## src/rtl/decode_trace_emitter.sv

```systemverilog
// decode_trace_emitter
// Producer side of the decode-stage register-specifier observation path.
// Each instruction that decode accepts has its rs/rt/rd sampled and stamped
// with a free-running cycle count. The record is buffered in a small FIFO and
// handed to an external reader over a valid/ready handshake.
//
// Ports:
//   clk_i          rising-edge clock
//   reset_i        synchronous reset, active-low
//   enable_i       capture enable
//   stall_d_i      decode stalled (no capture)
//   flush_d_i      decode flushed / bubble (no capture)
//   rs_d_i/rt_d_i/rd_d_i  decode register specifiers
//   trace_valid_o  head record available
//   trace_ready_i  reader accepts head record
//   trace_data_o   {stamp, rs, rt, rd}, rd in bits [4:0]
//   count_o        current FIFO occupancy
//   dropped_o      saturating count of records lost to overflow
//   overflow_o     sticky flag, set on the first drop since reset
//
// Build option: define TRACE_NOP_FILTER_EN to suppress all-zero specifier
// records (sll $0,$0,0). Default build records every capture.
module decode_trace_emitter #(
  parameter int DEPTH   = 8,
  parameter int STAMP_W = 16,
  parameter int DROP_W  = 8
) (
  input  logic                       clk_i,
  input  logic                       reset_i,
  input  logic                       enable_i,
  input  logic                       stall_d_i,
  input  logic                       flush_d_i,
  input  logic [4:0]                 rs_d_i,
  input  logic [4:0]                 rt_d_i,
  input  logic [4:0]                 rd_d_i,
  output logic                       trace_valid_o,
  input  logic                       trace_ready_i,
  output logic [STAMP_W+14:0]        trace_data_o,
  output logic [$clog2(DEPTH):0]     count_o,
  output logic [DROP_W-1:0]          dropped_o,
  output logic                       overflow_o
);

  localparam int AW = $clog2(DEPTH);
  localparam int CW = AW + 1;
  localparam int DW = STAMP_W + 15;
  localparam logic [CW-1:0] FULL_CNT = CW'(DEPTH);

  logic [DW-1:0]     mem_r [DEPTH];
  logic [AW-1:0]     wr_ptr_r;
  logic [AW-1:0]     rd_ptr_r;
  logic [CW-1:0]     count_r;
  logic [STAMP_W-1:0] stamp_r;
  logic [DROP_W-1:0] dropped_r;
  logic              overflow_r;

  logic cap_s;
  logic nop_s;
  logic rec_s;
  logic pop_s;
  logic full_s;
  logic push_s;
  logic drop_s;

  // Capture / pop / drop decisions for this cycle.
  always_comb begin
    cap_s  = 1'b0;
    nop_s  = 1'b0;
    rec_s  = 1'b0;
    pop_s  = 1'b0;
    full_s = 1'b0;
    push_s = 1'b0;
    drop_s = 1'b0;

    cap_s = enable_i & ~stall_d_i & ~flush_d_i;
`ifdef TRACE_NOP_FILTER_EN
    nop_s = (rs_d_i == 5'd0) && (rt_d_i == 5'd0) && (rd_d_i == 5'd0);
`else
    nop_s = 1'b0;
`endif
    rec_s  = cap_s & ~nop_s;
    pop_s  = (count_r != {CW{1'b0}}) & trace_ready_i;
    full_s = (count_r == FULL_CNT);
    // A pop in the same edge frees the slot, so a full FIFO still accepts.
    push_s = rec_s & (~full_s | pop_s);
    drop_s = rec_s & full_s & ~pop_s;
  end

  // Record storage; contents are don't-care outside the occupied window.
  always_ff @(posedge clk_i) begin
    if (reset_i && push_s) begin
      mem_r[wr_ptr_r] <= {stamp_r, rs_d_i, rt_d_i, rd_d_i};
    end
  end

  // Pointers, occupancy, stamp and overflow bookkeeping.
  always_ff @(posedge clk_i) begin
    if (!reset_i) begin
      wr_ptr_r   <= {AW{1'b0}};
      rd_ptr_r   <= {AW{1'b0}};
      count_r    <= {CW{1'b0}};
      stamp_r    <= {STAMP_W{1'b0}};
      dropped_r  <= {DROP_W{1'b0}};
      overflow_r <= 1'b0;
    end else begin
      stamp_r <= stamp_r + STAMP_W'(1);
      if (push_s) begin
        wr_ptr_r <= wr_ptr_r + AW'(1);
      end
      if (pop_s) begin
        rd_ptr_r <= rd_ptr_r + AW'(1);
      end
      case ({push_s, pop_s})
        2'b10:   count_r <= count_r + CW'(1);
        2'b01:   count_r <= count_r - CW'(1);
        default: count_r <= count_r;
      endcase
      if (drop_s) begin
        overflow_r <= 1'b1;
        if (dropped_r != {DROP_W{1'b1}}) begin
          dropped_r <= dropped_r + DROP_W'(1);
        end
      end
    end
  end

  // Output view of the registered state; data reads zero while empty.
  always_comb begin
    trace_valid_o = 1'b0;
    trace_data_o  = {DW{1'b0}};
    if (count_r != {CW{1'b0}}) begin
      trace_valid_o = 1'b1;
      trace_data_o  = mem_r[rd_ptr_r];
    end else begin
      trace_valid_o = 1'b0;
      trace_data_o  = {DW{1'b0}};
    end
  end

  assign count_o    = count_r;
  assign dropped_o  = dropped_r;
  assign overflow_o = overflow_r;

endmodule

```

## config.mk

```make
export PLATFORM = sky130hd
export DESIGN_NAME = decode_trace_emitter
export DESIGN_NICKNAME = d
export VERILOG_FILES = /design/src/rtl/decode_trace_emitter.sv
export SDC_FILE = /design/constraint.sdc
export NUM_CORES = 1
export LEC_CHECK = 0
export BUFFER_PORTS_ARGS = -buffer_cell sky130_fd_sc_hd__buf_2
export CAP_MARGIN = 20
export CORE_ASPECT_RATIO = 1.1
export CORE_MARGIN = 2
export CORE_UTILIZATION = 40
export CTS_BUF_LIST = sky130_fd_sc_hd__clkbuf_4 sky130_fd_sc_hd__clkbuf_8
export CTS_CLUSTER_DIAMETER = 60
export DETAILED_ROUTE_END_ITERATION = 12
export PLACE_DENSITY = 0.66
export SYNTH_ARGS = -nofsm -noshare
export SYNTH_HDL_FRONTEND = slang
export SYNTH_SLANG_ARGS = --single-unit
```

## constraint.sdc

```tcl
create_clock -name clk_i -period 5.7 [get_ports clk_i]
set_input_delay 0.57 -clock clk_i [delete_from_list [all_inputs] [get_ports clk_i]]
set_output_delay 0.57 -clock clk_i [all_outputs]
set_load 0.02 [all_outputs]
```

Yosys cells after proc, flatten, opt, wreduce, memory -nomap -nowiden
Memories as Yosys holds them, arrays and structs flattened. A register that Yosys moved wholly into a read port is not among the register bits.
Index checks and enable logic that the tools add are counted.
{ "totals": {"n_memories": 1, "ram_bits": 248, "out_inout_bits": 45, "inputBits": 21, "reg_bits": 35} }
{ "mem_list": {"columns": ["name", "depth", "word_bits", "read_ports", "rd_ports_with_merged_regs", "wr", "line", "rtl"], "rows": [
  ["mem_r", 8, 31, 1, 1, 1, "49", "logic [DW-1:0] mem_r [DEPTH];"]
]} }
{ "classes": {"bitwise": 11, "n_eq_ne": 4, "muxes": 7, "addsub": 6, "reduce_logical": 4} }
{ "ops": {"columns": ["op", "n"], "rows": [
  ["two-way mux 31 bit", 1],
  ["adder 16 x 1 -> 16 bit (second input constant)", 1],
  ["adder 8 x 1 -> 8 bit (second input constant)", 1],
  ["!= test 8 bit (second input constant)", 1],
  ["one-hot mux 4 bit (2 select lines)", 1],
  ["adder 3 x 1 -> 3 bit (second input constant)", 2],
  ["bitwise AND 1 bit", 6],
  ["two-way mux 3 bit", 2],
  ["adder 4 x 1 -> 4 bit (second input constant)", 1],
  ["equality test 4 bit (second input constant)", 1],
  ["NOT 1 bit", 4],
  ["nonzero test 4 bit", 1],
  ["subtractor 4 x 1 -> 4 bit (second input constant)", 1],
  ["two-way mux 1 bit", 3],
  ["equality test 2 x 1 -> 1 bit (second input constant)", 1],
  ["equality test 2 bit (second input constant)", 1],
  ["AND reduction 2 bit", 1],
  ["nonzero test 2 bit", 1],
  ["logical AND 1 bit", 1],
  ["bitwise OR 1 bit", 1]
]} }

Depth between registers and ports, before layout
{ "logic_depth": {"ltp_word": 7, "depth_mapped": 8} }

Worst setup path after synthesis
OpenSTA, ideal clock, no wires.
{ "synth_path": {"kind": "input-to-reg", "startpoint": "input stall_d_i", "endpoint": "memory mem_r[0][0] (netlist name) (enable)", "arrival_time_ps": 4174, "slack_ps": 1029, "t_required_ps": 5203, "path_buffers": 0, "stages": 3, "path_cell_list": "nor3b_1 -> o21ai_1 -> nor4_1"} }
{ "synth_between": {"elab_chain_cells": 7} }
{ "synth_rtl": {"columns": ["element", "line", "rtl"], "rows": [
  ["start: declaration", "31", "input logic stall_d_i,"],
  ["NOT 1 bit", "75", "cap_s = enable_i & ~stall_d_i & ~flush_d_i;"],
  ["bitwise AND 1 bit (2 in series)", "75", null],
  ["bitwise AND 1 bit", "85", "push_s = rec_s & (~full_s | pop_s);"],
  ["logical AND 1 bit", "91", "if (reset_i && push_s) begin"],
  ["two-way mux 1 bit", "91", null],
  ["two-way mux 1 bit (not written as such)", "92", "mem_r[wr_ptr_r] <= {stamp_r, rs_d_i, rt_d_i, rd_d_i};"],
  ["end: declaration", "49", null]
]} }
Every way passes these cells.

==> flow_summary_export.csv <==
group,metric,value,unit
cells_and_area,regArea,8214,um^2
pwr,vdd_ir_drop_max,0.0001918,V
placement,gp_congestion,0.7396,
critical_path,cp.required,5.13,ns
synth,synthDistinctLibCells,42,
cells_and_area,instances_no_fill,1101,
placement,portBuffers,65,
clock_network,cts_root_buffer,"clkbuf_8",
timing,setup_violations,0,
synth,syn_nets,627,
cells_and_area,final_cell_mix,"248 x edfxtp_1, 65 x buf_2, 62 x mux4_2",
drt,first_iter_violations,363,
pwr,p_total,5.175,mW
synth,synth_area,11130,um^2
die,ioPinCount,66,
timing,relSlewSlack,37.99,%
critical_path,cp-end-kind,"output pin",
die,start_util,40.29,%
clock_network,clk_pin_slew,0.06,ns
synth,synth-edff-count,248,
synth,ys_warn_count,0,
global_route,first_global_vias,6222,
cells_and_area,final_common_cell,"edfxtp_1",
placement,placedCellCount,1017,
global_route,grt-ovfl-total,0,
global_route,grt_pass1_wl,35220,um
timing,fin_skew,0.02345,ns
die,die_area,29180,um^2
worst_hold_path,hp-class,"in2reg",
critical_path,r2r-end,"rd_ptr_r[2]",
timing,hold_viol,0,
synth,synth_flop_cell,"edfxtp_1",
drt,vias,5823,
global_route,grtUsageTotal,16.00,%
clock_network,insertion_delay,0.54,ns
die,row_count,64,
critical_path,r2r_slack,3.10,ns
critical_path,cp.depth,5,
cells_and_area,fin_area,12900,um^2
drt,wl_per_cell,20.41,um
drt,final_antenna_net_count,0,
critical_path,critPathKind,"reg2out",
critical_path,critPathMaxStageDelay,0.94,ns
critical_path,reg2reg_from,"count_o[0]",
clock_network,cts_setup_buffers,0,
timing,finalCritPeriodShare,64.48,%
synth,async_flop_share,0,%
critical_path,critPathTopFamily,"flip-flops",
clock_network,cts_tree,"done",
global_route,grt_max_degree,46,
critical_path,crit_buf_inv,2,
critical_path,worst_ep_arrival_time,3.11,ns
placement,dpl.hpwl,13330,um
critical_path,critPathSlowestCell,"dfxtp_4",
cells_and_area,layout.nets,729,
cells_and_area,area.growth.synth_to_final,15.95,%
drt,avgViaCountPerCell,5.289,
drt,post-route-drc-count,0,
drt,dr.pass1.iters,4,
clock_network,cts_buffers,45,
drt,routed_wl,22470,um
die,fp.dieW,163.0,um
global_route,antenna_found_initial,0,
cells_and_area,drive_gt1_share,31.98,%
clock_network,cts_htree_levels,2,
synth,syn_inst,601,
synth,seq_area_frac_synth,73.75,%
flow_run,drv_cap,0,
timing,worst_slew_pin_slew,0.9301,ns
clock_network,hold_buffers,0,
critical_path,start_kind,"flip-flop",
cells_and_area,antenna-diode-count,0,
status,run_status,"completed",
timing,drv_slew,0,
pwr,p_per_area,401.0,nW/um^2
synth,avgSynthCellArea,18.52,um^2
timing,rsz0062_at_grt,"false",
critical_path,ff2ff_path_depth,7,
clock_network,clock_path_buffers,3,
timing,final.setup.tns,0,ns
critical_path,crit_path_max_fanout,45,
timing,max_clock_freq,272.1,MHz
pwr,p_leak,4.186,nW
critical_path,critPathCapture,"trace_data_o[21]",
placement,placed_area,11970,um^2
timing,holdWs,0.2965,ns
clock_network,post_cts_resize_count,0,
cells_and_area,multi_input_area,2820,um^2
cells_and_area,fillCellCount,2372,
clock_network,cts_sinks,286,
synth,synth_seq_cells,286,
die,die_h,178.9,um
die,core-area,27630,um^2
critical_path,crit_chain,"buf_4 -> mux4_2 -> mux2i_1 -> nor2_1 -> buf_2",
timing,finalCriticalPeriod,3.675,ns
## cells in the mapped netlist (3+ instances only)
cell type	instances	share of area (%)
o21ai_0	5	0.22
edfxtp_1	248	67
and3_1	3	0.17
nor4_1	8	0.45
nand2_1	21	0.71
mux4_2	62	13
nand3_1	10	0.45
dfxtp_1	38	6.8
buf_2	6	0.27
a21oi_1	11	0.49
nor3_1	13	0.58
inv_1	7	0.24
mux2i_1	37	3.3
xor2_1	5	0.39
ha_1	5	0.56
clkbuf_1	17	0.57
nor2_1	56	1.9
or4_1	3	0.20
nand2b_1	7	0.39
xnor2_1	10	0.79
## where the power goes
part / internal, mW / switching (mW) / total (mW)
Combinational: 0.469 / 0.561 / 1.03
Sequential: 2.29 / 0.126 / 2.42
Clock: 0.981 / 0.747 / 1.73
Total: 3.74 / 1.44 / 5.17
## cell families (layout without fill, tap and decap cells)
| kind of cell | after synthesis | after routing | synth area share (%) |
|---|---|---|---|
| flops | 286 | 286 | 73.75 |
| fa+ha+maj | 5 | 5 | 0.5621 |
| mux | 99 | 99 | 15.87 |
| xor+xnor | 15 | 15 | 1.180 |
| simple gates | 135 | 135 | 5.824 |
| compound gates | 27 | 27 | 1.462 |
| buf+inv | 34 | 171 | 1.349 |
## flip-flops by register name, summed over array words and instances, names as in the netlist, named ones only
name,cells
wr_ptr_r,3
rd_ptr_r,3
stamp_r,16
mem_r,248
dropped_o,8
overflow_o,1
count_o,4
## final cells by class
| class | count | share of cell area, % |
|---|---|---|
| Sequential cell | 286 | 63.65 |
| Multi-Input combinational cell | 281 | 21.85 |
| Clock buffer | 65 | 6.108 |
| Timing Repair Buffer | 82 | 3.646 |
| Tap cell | 363 | 3.519 |
| Clock inverter | 17 | 1.018 |
| Inverter | 7 | 0.2036 |
## worst reg2reg max path: stages, from the launching register on
cell	delay [ns]
dfxtp_1	0.38
or3_4	0.45
nor2_2	0.68
buf_4	0.40
inv_1	0.13
and3_1	0.22
xnor2_1	0.13
nor2_1	0.07
## metrics by stage
| step | util, % | setup WS, ns |
|---|---|---|
| 3_3_place_gp | 43.24 | 2.515 |
| 6_report | 46.71 | 2.025 |
| 4_1_cts | 46.64 | 1.884 |
| 5_1_grt | 46.71 | 1.775 |
| 3_5_place_dp | 43.31 | 2.483 |
| 2_1_floorplan | - | 1.029 |
## metal layers
layer	wire [um]	track usage, %
met2	11560	28.18
met4	491	5.678
met3	1186	3.100
met5	0	0
met1	9227	19.74
## worst min path at each step
stage,slack [ns],to,depth (start not counted),start
3_3_place_gp,0.46,overflow_o,2,overflow_o
5_1_grt,0.28,mem_r[5][9],1,rt_d_i[4]
2_1_floorplan,0.49,stamp_r[0],1,stamp_r[0]
3_5_place_dp,0.46,overflow_o,2,overflow_o
6_report,0.30,mem_r[5][9],1,rt_d_i[4]
4_1_cts,0.26,mem_r[5][9],1,rt_d_i[4]
No activity file was read; power rests on OpenSTA's default activity.
